--- src/rtl/one_vote_pkg.sv ---
// one_vote_pkg: shared types, counter width and vote decode helpers for one_vote.
package one_vote_pkg;

    localparam int CNT_W = 4;

    typedef logic [2:0] vote_vec_t;

    typedef struct packed {
        logic       volps;
        logic       volpc;
        logic       vold;
        logic       volb;
        logic [1:0] count;
    } vote_dec_t;

    function automatic logic [1:0] popcount3(input vote_vec_t v);
        return 2'(v[0]) + 2'(v[1]) + 2'(v[2]);
    endfunction

    // count 1 or 2 is exactly the case where the two count bits differ
    function automatic vote_dec_t decode_vote(input vote_vec_t v);
        logic [1:0] n;
        n = popcount3(v);
        return '{volps: n[1], volpc: &n, vold: ^n, volb: n == 2'd0, count: n};
    endfunction

endpackage

--- src/rtl/one_vote_if.sv ---
// one_vote_if: ballot inputs and decoded vote results.
//   rolla/rollb/rollc : voter A/B/C ballots (master -> slave)
//   volps/volpc/vold/volb/vote_count/upd : registered results (slave -> master)
interface one_vote_if;

    logic       rolla;
    logic       rollb;
    logic       rollc;
    logic       volps;
    logic       volpc;
    logic       vold;
    logic       volb;
    logic [1:0] vote_count;
    logic       upd;

    modport master (
        output rolla, rollb, rollc,
        input  volps, volpc, vold, volb, vote_count, upd
    );

    modport slave (
        input  rolla, rollb, rollc,
        output volps, volpc, vold, volb, vote_count, upd
    );

endinterface

--- src/rtl/one_vote_filter.sv ---
// one_vote_filter: debounces the ballot vector and publishes the accepted vector.
//   clk, rst  : clock, synchronous active-high reset
//   v_i       : raw ballot vector {a, b, c}
//   a_o       : accepted vector
//   accept_o  : high for the cycle after a_o takes a new value
module one_vote_filter
    import one_vote_pkg::*;
#(
    parameter int STABLE_CYCLES = 2
) (
    input  logic      clk,
    input  logic      rst,
    input  vote_vec_t v_i,
    output vote_vec_t a_o,
    output logic      accept_o
);

    localparam logic [CNT_W-1:0] STABLE = CNT_W'(STABLE_CYCLES);

    vote_vec_t        s_q, s_d;
    vote_vec_t        a_q, a_d;
    logic [CNT_W-1:0] c_q, c_d;
    logic             acc_q, acc_d;

    // c_q counts consecutive identical samples held in s_q, saturating at STABLE
    always_comb begin
        s_d   = v_i;
        c_d   = (v_i != s_q) ? CNT_W'(1) : (c_q >= STABLE) ? STABLE : c_q + CNT_W'(1);
        acc_d = (c_q == STABLE) && (s_q != a_q);
        a_d   = acc_d ? s_q : a_q;
    end

    always_ff @(posedge clk) begin
        if (rst) begin
            s_q   <= '0;
            c_q   <= '0;
            a_q   <= '0;
            acc_q <= 1'b0;
        end else begin
            s_q   <= s_d;
            c_q   <= c_d;
            a_q   <= a_d;
            acc_q <= acc_d;
        end
    end

    assign a_o      = a_q;
    assign accept_o = acc_q;

endmodule

--- src/rtl/one_vote.sv ---
// one_vote: three-voter ballot with debounced inputs and registered vote decodes.
//   clk, rst : clock, synchronous active-high reset
//   bus      : one_vote_if slave (ballots in, volps/volpc/vold/volb/vote_count/upd out)
module one_vote
    import one_vote_pkg::*;
#(
    parameter int STABLE_CYCLES = 2
) (
    input  logic     clk,
    input  logic     rst,
    one_vote_if.slave bus
);

    vote_vec_t a;
    logic      accept;
    vote_dec_t dec_q, dec_d;
    logic      upd_q, upd_d;

    one_vote_filter #(
        .STABLE_CYCLES(STABLE_CYCLES)
    ) u_filter (
        .clk      (clk),
        .rst      (rst),
        .v_i      ({bus.rolla, bus.rollb, bus.rollc}),
        .a_o      (a),
        .accept_o (accept)
    );

    // accept is high the cycle after a changes, so upd lines up with the new decode
    always_comb begin
        dec_d = decode_vote(a);
        upd_d = accept;
    end

    always_ff @(posedge clk) begin
        if (rst) begin
            dec_q <= decode_vote('0);
            upd_q <= 1'b0;
        end else begin
            dec_q <= dec_d;
            upd_q <= upd_d;
        end
    end

    assign bus.volps      = dec_q.volps;
    assign bus.volpc      = dec_q.volpc;
    assign bus.vold       = dec_q.vold;
    assign bus.volb       = dec_q.volb;
    assign bus.vote_count = dec_q.count;
    assign bus.upd        = upd_q;

endmodule

--- src/flat_wrapper.sv ---
// flat-port wrapper written by rule: the top's interface ports become plain ports
module one_vote_flat import one_vote_pkg::*;
#(
    parameter int STABLE_CYCLES = 2
)
  (clk, rst, bus_rolla, bus_rollb, bus_rollc, bus_volps, bus_volpc, bus_vold, bus_volb, bus_vote_count, bus_upd);
  one_vote_if bus_i ();
  input  logic clk;
  input  logic rst;
  input wire logic [$bits(bus_i.rolla)-1:0] bus_rolla;
  input wire logic [$bits(bus_i.rollb)-1:0] bus_rollb;
  input wire logic [$bits(bus_i.rollc)-1:0] bus_rollc;
  output wire logic [$bits(bus_i.volps)-1:0] bus_volps;
  output wire logic [$bits(bus_i.volpc)-1:0] bus_volpc;
  output wire logic [$bits(bus_i.vold)-1:0] bus_vold;
  output wire logic [$bits(bus_i.volb)-1:0] bus_volb;
  output wire logic [$bits(bus_i.vote_count)-1:0] bus_vote_count;
  output wire logic [$bits(bus_i.upd)-1:0] bus_upd;
  assign bus_i.rolla = bus_rolla;
  assign bus_i.rollb = bus_rollb;
  assign bus_i.rollc = bus_rollc;
  assign bus_volps = bus_i.volps;
  assign bus_volpc = bus_i.volpc;
  assign bus_vold = bus_i.vold;
  assign bus_volb = bus_i.volb;
  assign bus_vote_count = bus_i.vote_count;
  assign bus_upd = bus_i.upd;
  one_vote #(.STABLE_CYCLES(STABLE_CYCLES)) u_core (.clk(clk), .rst(rst), .bus(bus_i));
endmodule
--- config.mk ---
export PLATFORM = sky130hd
export DESIGN_NAME = one_vote_flat
export DESIGN_NICKNAME = d
export VERILOG_FILES = /design/src/rtl/one_vote_pkg.sv /design/src/rtl/one_vote_if.sv /design/src/rtl/one_vote_filter.sv /design/src/rtl/one_vote.sv /design/src/flat_wrapper.sv
export SDC_FILE = /design/constraint.sdc
export NUM_CORES = 1
export LEC_CHECK = 0
export ABC_AREA = 1
export CAP_MARGIN = 20
export CORE_AREA = 2 2 46 48
export CTS_BUF_LIST = sky130_fd_sc_hd__clkbuf_16
export DETAILED_ROUTE_END_ITERATION = 10
export DIE_AREA = 0 0 48 50
export GPL_TIMING_DRIVEN = 0
export SYNTH_ARGS = -nofsm -noshare
export SYNTH_HDL_FRONTEND = slang
export SYNTH_SLANG_ARGS = --single-unit
--- constraint.sdc ---
create_clock -name clk -period 1.6 [get_ports clk]
set_input_delay 0.24 -clock clk [delete_from_list [all_inputs] [get_ports clk]]
set_output_delay 0.24 -clock clk [all_outputs]
set_load 0.005 [all_outputs]
==> run_summary.xml, run 1 <==
<?xml version="1.0" encoding="UTF-8"?>
<metrics>
  <group name="pwr">
    <metric name="total_power" unit="mW">0.994</metric>
    <metric name="max-vdd-ir-drop" unit="V">0.000487</metric>
    <metric name="power.density_cell_area" unit="nW/um^2">1060</metric>
    <metric name="cellLeakagePower" unit="nW">0.429</metric>
  </group>
  <group name="worst_setup_path">
    <metric name="startpoint_class_of_the_critical_path" unit="">flip-flop</metric>
    <metric name="worst-endpoint-arrival" unit="ns">1.63</metric>
    <metric name="path_class" unit="">reg2reg</metric>
    <metric name="worstSetupEndpointType" unit="">flip-flop</metric>
    <metric name="critical_path_peak_fanout" unit="">3</metric>
    <metric name="required" unit="ns">1.73</metric>
  </group>
  <group name="synthesis">
    <metric name="async_reset_ff_share" unit="%">0</metric>
    <metric name="synth_top_cells_by_area" unit="">dfxtp_1, nor2_1, xnor2_1</metric>
    <metric name="postSynth.topFlopCell" unit="">dfxtp_1</metric>
    <metric name="post_synth_inst_count" unit="">78</metric>
    <metric name="synth.net_count" unit="">88</metric>
    <metric name="compound_gate_fraction_of_synth_area" unit="%">2.63</metric>
    <metric name="synth_seq_area_share" unit="%">47.6</metric>
    <metric name="xor_xnor_cell_area_share_of_the_yosys_netlist" unit="%">12.1</metric>
    <metric name="ys_seq_elements" unit="">17</metric>
    <metric name="synth.largest_area_cell" unit="">dfxtp_1</metric>
    <metric name="synth_most_common_cell" unit="">dfxtp_1</metric>
    <metric name="synth_mux_area_share" unit="%">2.80</metric>
    <metric name="number_of_library_cell_types_mapped_by_synthesis" unit="">20</metric>
    <metric name="synth_top_family_by_area" unit="">simple AND/OR/NAND/NOR gates</metric>
    <metric name="yosys_warnings" unit="">0</metric>
    <metric name="area_fraction_of_the_dominant_cell_type_after_synthesis" unit="%">47.6</metric>
    <metric name="synth.avg_cell_area" unit="sq um">9.16</metric>
    <metric name="simple_gate_area_share_of_the_yosys_netlist" unit="%">15.9</metric>
    <metric name="syn-cell-area" unit="sq um">714</metric>
    <metric name="yosys.area_share.adder" unit="%">9.81</metric>
    <metric name="synth-edff-count" unit="">0</metric>
    <metric name="ys_top_cells_by_count" unit="">dfxtp_1, nor2_1, inv_1</metric>
  </group>
  <group name="placement">
    <metric name="post-place-cells" unit="">116</metric>
    <metric name="place_congestion" unit="">0.712</metric>
    <metric name="detailedPlace.worstSlack" unit="ns">0.0889</metric>
    <metric name="port_buffers" unit="">11</metric>
  </group>
  <group name="global_route">
    <metric name="first_global_vias" unit="">442</metric>
    <metric name="track_usage" unit="%">10.9</metric>
    <metric name="grt_start_max_net_pins" unit="">11</metric>
    <metric name="initial_antenna_violation_count" unit="">0</metric>
    <metric name="grt_first_pass_wirelength" unit="mm">1.74</metric>
    <metric name="grt_overflow" unit="">0</metric>
  </group>
  <group name="finish">
    <metric name="drive_above_1_share" unit="%">11.8</metric>
    <metric name="antennaDiodeCount" unit="">0</metric>
    <metric name="area_growth" unit="%">31.2</metric>
    <metric name="nNetsFinal" unit="">104</metric>
    <metric name="finish.cell_count_without_fillers" unit="">120</metric>
    <metric name="number_of_fillers_in_the_final_layout" unit="">184</metric>
  </group>
  <group name="clocking">
    <metric name="clock_sink_count" unit="">17</metric>
    <metric name="clockBufferDepth" unit="">2</metric>
    <metric name="cts.hold.buffers_added" unit="">0</metric>
    <metric name="ctsRootBufferMaster" unit="">clkbuf_16</metric>
    <metric name="cts.repair.resized" unit="">0</metric>
    <metric name="clock_buffer_count_from_cts" unit="">3</metric>
    <metric name="clock_tree_from_tritoncts" unit="">yes</metric>
    <metric name="clk_pin_slew_worst_paths" unit="ns">0.05</metric>
    <metric name="ctsHtreeMaxLevel" unit="">1</metric>
    <metric name="clock_insertion_delay_worst_skew" unit="ns">0.24</metric>
    <metric name="post_cts.repair.setup_buffers" unit="">0</metric>
  </group>
  <group name="sta">
    <metric name="report.final.slew_viol_count" unit="">0</metric>
    <metric name="fin_skew" unit="ns">0.00327</metric>
    <metric name="min_period_over_period" unit="%">94.0</metric>
    <metric name="layout_setup_ws" unit="ns">0.0965</metric>
    <metric name="hold_slack" unit="ns">0.413</metric>
    <metric name="grt_setup_unrepaired" unit="">no</metric>
    <metric name="hold_viol" unit="">0</metric>
    <metric name="post-route-min-period" unit="ns">1.50</metric>
    <metric name="tns" unit="ns">0</metric>
    <metric name="max_freq" unit="MHz">665</metric>
    <metric name="setup_viol_count_final" unit="">0</metric>
  </group>
  <group name="route">
    <metric name="dr_total_vias" unit="">493</metric>
    <metric name="finalWirelength" unit="um">991</metric>
    <metric name="drtIter0Drc" unit="">0</metric>
    <metric name="detailedRoute.firstPassIterationCount" unit="">1</metric>
    <metric name="post-route-drc-count" unit="">0</metric>
    <metric name="per_cell_via_count_in_the_routed_design" unit="">4.11</metric>
    <metric name="avgRoutedWirePerCell" unit="um">8.26</metric>
    <metric name="routed_antenna_nets" unit="">0</metric>
  </group>
  <group name="floorplanning">
    <metric name="start_util" unit="%">37.6</metric>
    <metric name="fp.dieW" unit="um">48</metric>
    <metric name="die_area" unit="sq um">2400</metric>
    <metric name="die_h" unit="um">50</metric>
    <metric name="placementRows" unit="">16</metric>
    <metric name="core" unit="sq um">1900</metric>
    <metric name="top_level_ports" unit="">12</metric>
  </group>
  <group name="hold_path">
    <metric name="hold_path.class" unit="">reg2reg</metric>
  </group>
  <group name="run_status">
    <metric name="run_status" unit="">complete, no violations</metric>
  </group>
  <group name="run">
    <metric name="max-cap-violations" unit="">0</metric>
  </group>
</metrics>
cells by family (layout without fill, tap and decap cells):
kind of cell | Yosys count | count (layout)
AO/OA/AOI/OAI | 3 | 3
XOR/XNOR | 9 | 9
adder cells (fa/ha/maj) | 5 | 5
buffers and inverters | 15 | 30
flip-flops | 17 | 17
multiplexers | 2 | 2
other | 1 | 1
AND/OR/NAND/NOR | 26 | 26
metal layers:
layer	vias to the layer above	GRT usage, %	wire length [um]
met5	-	0	0
met4	0	8.11	12
met3	2	4.76	48
met2	12	16.0	486
met1	219	11.6	444
li1	260	-	-
flip-flops by register name, indices dropped and copies added, names as in the netlist:
signal                    flops
u_core.u_filter.c_q           4
u_core.u_filter.a_o           3
u_core.u_filter.s_q           3
u_core.bus.vote_count         2
u_core.bus.upd                1
u_core.bus.volb               1
u_core.bus.vold               1
u_core.bus.volpc              1
u_core.u_filter.accept_o      1
worst max-delay path: stages, from the launching register on:
cell and delay (ns):
dfxtp_1 0.34, fa_1 0.57, inv_1 0.06, ha_1 0.16, or2_2 0.26
placed cells by master (no fill, tap or decap), drive strengths merged, types with 2 or more instances in the layout:
cell type       n
inv            14
nand3           3
xor2            2
mux2i           2
nor2           18
ha              4
xnor2           7
clkdlybuf4s50  11
dfxtp          17
clkbuf          3
nand2           3
o21ai           2
buf             2
metrics by stage:
step | instance area, sq um | utilization [%]
6_report | 937 | 49.3
5_1_grt | 937 | 49.3
4_1_cts | 937 | 49.3
3_5_place_dp | 858 | 45.1
3_3_place_gp | 858 | 45.1
2_1_floorplan | 714 | -
cell type report:
type / count / area (sq um) / share of cell area [%]
Buffer: 2 / 12.5 / 1.34
Multi-Input combinational cell: 46 / 313 / 33.4
Clock inverter: 1 / 3.75 / 0.401
Tap cell: 27 / 33.8 / 3.60
Sequential cell: 17 / 340 / 36.3
Timing Repair Buffer: 11 / 110 / 11.7
Clock buffer: 3 / 75.1 / 8.01
Inverter: 13 / 48.8 / 5.21
final timing paths:
| check | start | end | slack [ns] | cells after the start |
|---|---|---|---|---|
| worst max register to register | u_core.u_filter.a_o[0]$_SDFFE_PP0P_ | u_core.bus.volb$_SDFF_PP1_ | 0.1 | 4 |
| worst min register to register | u_core.u_filter.accept_o$_SDFF_PP0_ | u_core.bus.upd$_SDFF_PP0_ | 0.41 | 2 |
| worst max-delay path | u_core.u_filter.a_o[0]$_SDFFE_PP0P_ | u_core.bus.volb$_SDFF_PP1_ | 0.1 | 4 |
| worst min-delay path | u_core.u_filter.accept_o$_SDFF_PP0_ | u_core.bus.upd$_SDFF_PP0_ | 0.41 | 2 |
power breakdown:
group / switching (mW) / internal [mW] / leakage (nW)
sequential: 0.00985 / 0.435 / 0.139
clock: 0.151 / 0.331 / 0.0423
combinational: 0.0327 / 0.0347 / 0.248
(Power assumes the default switching activity.)
==> inputs of run 2 (changes only) <==
--- a/config.mk
+++ b/config.mk
@@ -5,12 +5,12 @@
 export SDC_FILE = /design/constraint.sdc
 export NUM_CORES = 1
 export LEC_CHECK = 0
-export ABC_AREA = 1
+export ABC_AREA = 0
 export CAP_MARGIN = 20
-export CORE_AREA = 2 2 46 48
+export CORE_AREA = 2 2 45 47
 export CTS_BUF_LIST = sky130_fd_sc_hd__clkbuf_16
 export DETAILED_ROUTE_END_ITERATION = 10
-export DIE_AREA = 0 0 48 50
+export DIE_AREA = 0 0 47 49
 export GPL_TIMING_DRIVEN = 0
 export SYNTH_ARGS = -nofsm -noshare
 export SYNTH_HDL_FRONTEND = slang
==> run 2 against run 1 <==
Register-to-register slack improved by 0.06 ns. Synthesized cell count decreased by 23%. Sequential power is essentially flat. Setup slack better by 0.063 ns. Critical path type unchanged. Critical endpoint unchanged.
==> run_summary.xml, run 2 <==
<?xml version="1.0" encoding="UTF-8"?>
<metrics>
  <group name="worst_setup_path">
    <metric name="required" unit="ns">1.73</metric>
    <metric name="crit_path_cell_trace" unit="">fa_1 &gt; inv_1 &gt; ha_1 &gt; or2_1</metric>
    <metric name="worst-endpoint-arrival" unit="ns">1.57</metric>
    <metric name="crit_path_top_delay_cell" unit="">fa_1</metric>
    <metric name="critical_path_peak_fanout" unit="">3</metric>
    <metric name="path_class" unit="">reg2reg</metric>
    <metric name="worstSetupEndpointType" unit="">flip-flop</metric>
    <metric name="startpoint_class_of_the_critical_path" unit="">flip-flop</metric>
    <metric name="cp_slowest_stage_delay" unit="ns">0.57</metric>
  </group>
  <group name="sta">
    <metric name="tns" unit="ns">0</metric>
    <metric name="min_period_over_period" unit="%">90.0</metric>
    <metric name="post-route-min-period" unit="ns">1.44</metric>
    <metric name="max_freq" unit="MHz">694</metric>
    <metric name="hold_viol" unit="">0</metric>
    <metric name="setup_viol_count_final" unit="">0</metric>
    <metric name="report.final.slew_viol_count" unit="">0</metric>
    <metric name="fin_skew" unit="ns">0.00247</metric>
    <metric name="grt_setup_unrepaired" unit="">no</metric>
  </group>
  <group name="route">
    <metric name="dr_total_vias" unit="">416</metric>
    <metric name="routed_antenna_nets" unit="">0</metric>
    <metric name="post-route-drc-count" unit="">0</metric>
    <metric name="drtIter0Drc" unit="">4</metric>
    <metric name="avgRoutedWirePerCell" unit="um">9.36</metric>
    <metric name="per_cell_via_count_in_the_routed_design" unit="">4.08</metric>
    <metric name="detailedRoute.firstPassIterationCount" unit="">3</metric>
    <metric name="finalWirelength" unit="um">955</metric>
  </group>
  <group name="clocking">
    <metric name="clock_sink_count" unit="">17</metric>
    <metric name="ctsRootBufferMaster" unit="">clkbuf_16</metric>
    <metric name="ctsHtreeMaxLevel" unit="">1</metric>
    <metric name="clockBufferDepth" unit="">2</metric>
    <metric name="clk_pin_slew_worst_paths" unit="ns">0.05</metric>
    <metric name="clock_insertion_delay_worst_skew" unit="ns">0.24</metric>
    <metric name="clock_tree_from_tritoncts" unit="">yes</metric>
    <metric name="clock_buffer_count_from_cts" unit="">3</metric>
    <metric name="cts.repair.resized" unit="">0</metric>
    <metric name="cts.hold.buffers_added" unit="">0</metric>
    <metric name="post_cts.repair.setup_buffers" unit="">0</metric>
  </group>
  <group name="finish">
    <metric name="most_common_library_cell_in_the_layout_ignoring_fill_and_taps" unit="">dfxtp_1</metric>
    <metric name="max_flop_register" unit="">u_core.u_filter.c_q</metric>
    <metric name="nNetsFinal" unit="">86</metric>
    <metric name="layout.cells.most_common_list" unit="">dfxtp_1, clkdlybuf4s50_1, nor2b_1, nor2_1</metric>
    <metric name="drive_above_1_share" unit="%">12.0</metric>
    <metric name="largest_register_ff_count" unit="">4</metric>
    <metric name="finish.cell_count_without_fillers" unit="">102</metric>
    <metric name="number_of_fillers_in_the_final_layout" unit="">187</metric>
    <metric name="area_growth" unit="%">33.0</metric>
    <metric name="antennaDiodeCount" unit="">0</metric>
  </group>
  <group name="placement">
    <metric name="post-place-cells" unit="">98</metric>
    <metric name="port_buffers" unit="">11</metric>
    <metric name="place.detailed.hpwl" unit="um">743</metric>
    <metric name="place_congestion" unit="">0.703</metric>
  </group>
  <group name="floorplanning">
    <metric name="die_h" unit="um">49</metric>
    <metric name="placementRows" unit="">16</metric>
    <metric name="fp.dieW" unit="um">47</metric>
    <metric name="die_area" unit="sq um">2300</metric>
    <metric name="top_level_ports" unit="">12</metric>
    <metric name="core" unit="sq um">1840</metric>
    <metric name="start_util" unit="%">36.7</metric>
  </group>
  <group name="synthesis">
    <metric name="area_fraction_of_the_dominant_cell_type_after_synthesis" unit="%">50.4</metric>
    <metric name="synth.avg_cell_area" unit="sq um">11.3</metric>
    <metric name="post_synth_inst_count" unit="">60</metric>
    <metric name="yosys_warnings" unit="">0</metric>
    <metric name="async_reset_ff_share" unit="%">0</metric>
    <metric name="synth.largest_area_cell" unit="">dfxtp_1</metric>
    <metric name="synth_seq_area_share" unit="%">50.4</metric>
    <metric name="ys_top_cells_by_count" unit="">dfxtp_1, nor2b_1, nor2_1</metric>
    <metric name="number_of_library_cell_types_mapped_by_synthesis" unit="">20</metric>
    <metric name="synth_top_cells_by_area" unit="">dfxtp_1, ha_1, nor2b_1</metric>
    <metric name="postSynth.topFlopCell" unit="">dfxtp_1</metric>
    <metric name="synth_most_common_cell" unit="">dfxtp_1</metric>
    <metric name="ys_seq_elements" unit="">17</metric>
    <metric name="synth.net_count" unit="">70</metric>
    <metric name="syn-cell-area" unit="sq um">676</metric>
    <metric name="synth-edff-count" unit="">0</metric>
  </group>
  <group name="global_route">
    <metric name="grt_use_met3" unit="%">0</metric>
    <metric name="grt_first_pass_wirelength" unit="mm">1.70</metric>
    <metric name="gr-max-usage-layer" unit="">met1</metric>
    <metric name="grtUsageMet1" unit="%">14.7</metric>
    <metric name="grt_util_met2" unit="%">13.9</metric>
    <metric name="initial_antenna_violation_count" unit="">0</metric>
    <metric name="grt_start_max_net_pins" unit="">11</metric>
    <metric name="first_global_vias" unit="">394</metric>
    <metric name="track_usage" unit="%">10.4</metric>
    <metric name="grt_overflow" unit="">0</metric>
  </group>
  <group name="pwr">
    <metric name="power.density_cell_area" unit="nW/um^2">1090</metric>
    <metric name="max-vdd-ir-drop" unit="V">0.000602</metric>
    <metric name="cellLeakagePower" unit="nW">0.368</metric>
  </group>
  <group name="hold_path">
    <metric name="hold_path.class" unit="">reg2reg</metric>
  </group>
  <group name="run">
    <metric name="max-cap-violations" unit="">0</metric>
  </group>
  <group name="run_status">
    <metric name="run_status" unit="">complete, no violations</metric>
  </group>
</metrics>
run 2: cell types whose count changed after synthesis, moves of 2 or more:
cell	before	now
nor2_1	16	5
inv_1	13	3
nor2b_1	0	6
xnor2_1	6	3
nand3_1	3	1
nor2_2	2	0
nor3_1	0	2
nor3b_2	0	2
o21ai_1	2	0
xor2_1	2	4
run 2: path summary, 6_finish.rpt:
kind	startpoint	endpoint	slack, ns	depth (start not counted)
min reg2reg	u_core.u_filter.accept_o$_SDFF_PP0_	u_core.bus.upd$_SDFF_PP0_	0.44	1
min	u_core.u_filter.accept_o$_SDFF_PP0_	u_core.bus.upd$_SDFF_PP0_	0.44	1
max	u_core.u_filter.a_o[0]$_SDFFE_PP0P_	u_core.bus.volb$_SDFF_PP1_	0.16	4
max reg2reg	u_core.u_filter.a_o[0]$_SDFFE_PP0P_	u_core.bus.volb$_SDFF_PP1_	0.16	4
run 2: worst max-delay path: cells and delay by family (launching register included):
kind / cells / cell delay (ns)
AND/OR/NAND/NOR: 1 / 0.19
flip-flops: 1 / 0.34
adder cells (fa/ha/maj): 2 / 0.74
buffers and inverters: 1 / 0.06
run 2: layer usage:
layer | routed length (um) | up-vias
li1 | - | 222
met1 | 487 | 188
met2 | 432 | 4
met3 | 7 | 2
met4 | 27 | 0
met5 | 0 | -
run 2: layout make-up:
cell class	instances	area [sq um]	area share, %
repair buffers	11	110	12.3
flip-flops and latches	17	340	37.9
well taps	27	33.8	3.76
inverters	3	11.3	1.25
clock inverters	1	3.75	0.418
clock buffers	3	75.1	8.36
multi-input cells	38	312	34.7
plain buffers	2	12.5	1.39
run 2: cell families after synthesis:
family,Yosys count,synth area share (%)
AND/OR/NAND/NOR,20,18.1
flip-flops,17,50.4
XOR/XNOR,7,9.07
adder cells (fa/ha/maj),5,10.4
buffers and inverters,5,3.52
multiplexers,3,4.44
AO/OA/AOI/OAI,2,3.52
other,1,0.555
run 2: report_power, final:
group | switching [mW] | internal (mW) | total, mW
logic | 0.0262 | 0.0284 | 0.0545
clock network | 0.148 | 0.331 | 0.479
registers | 0.00830 | 0.434 | 0.442
run 2: per-stage QoR:
stage / setup WS (ns) / util (%) / power, mW / hold WS [ns] / instance area [sq um]
global route: 0.0844 / 48.8 / 1.01 / 0.458 / 898
global placement: 0.157 / 44.5 / 0.505 / 0.421 / 820
detailed placement: 0.153 / 44.5 / 0.506 / 0.429 / 820
finish: 0.160 / 48.8 / 0.976 / 0.436 / 898
floorplan: 0.213 / - / 0.484 / 0.312 / 676
CTS: 0.148 / 48.8 / 0.988 / 0.441 / 898
==> inputs of run 3 (changes only) <==
--- a/config.mk
+++ b/config.mk
@@ -6,6 +6,7 @@
 export NUM_CORES = 1
 export LEC_CHECK = 0
 export ABC_AREA = 0
+export ABC_CLOCK_PERIOD_IN_PS = 1600
 export CAP_MARGIN = 20
 export CORE_AREA = 2 2 45 47
 export CTS_BUF_LIST = sky130_fd_sc_hd__clkbuf_16
==> results of run 3 <==
Final layout, timing and power as in run 2 (identical DEF).
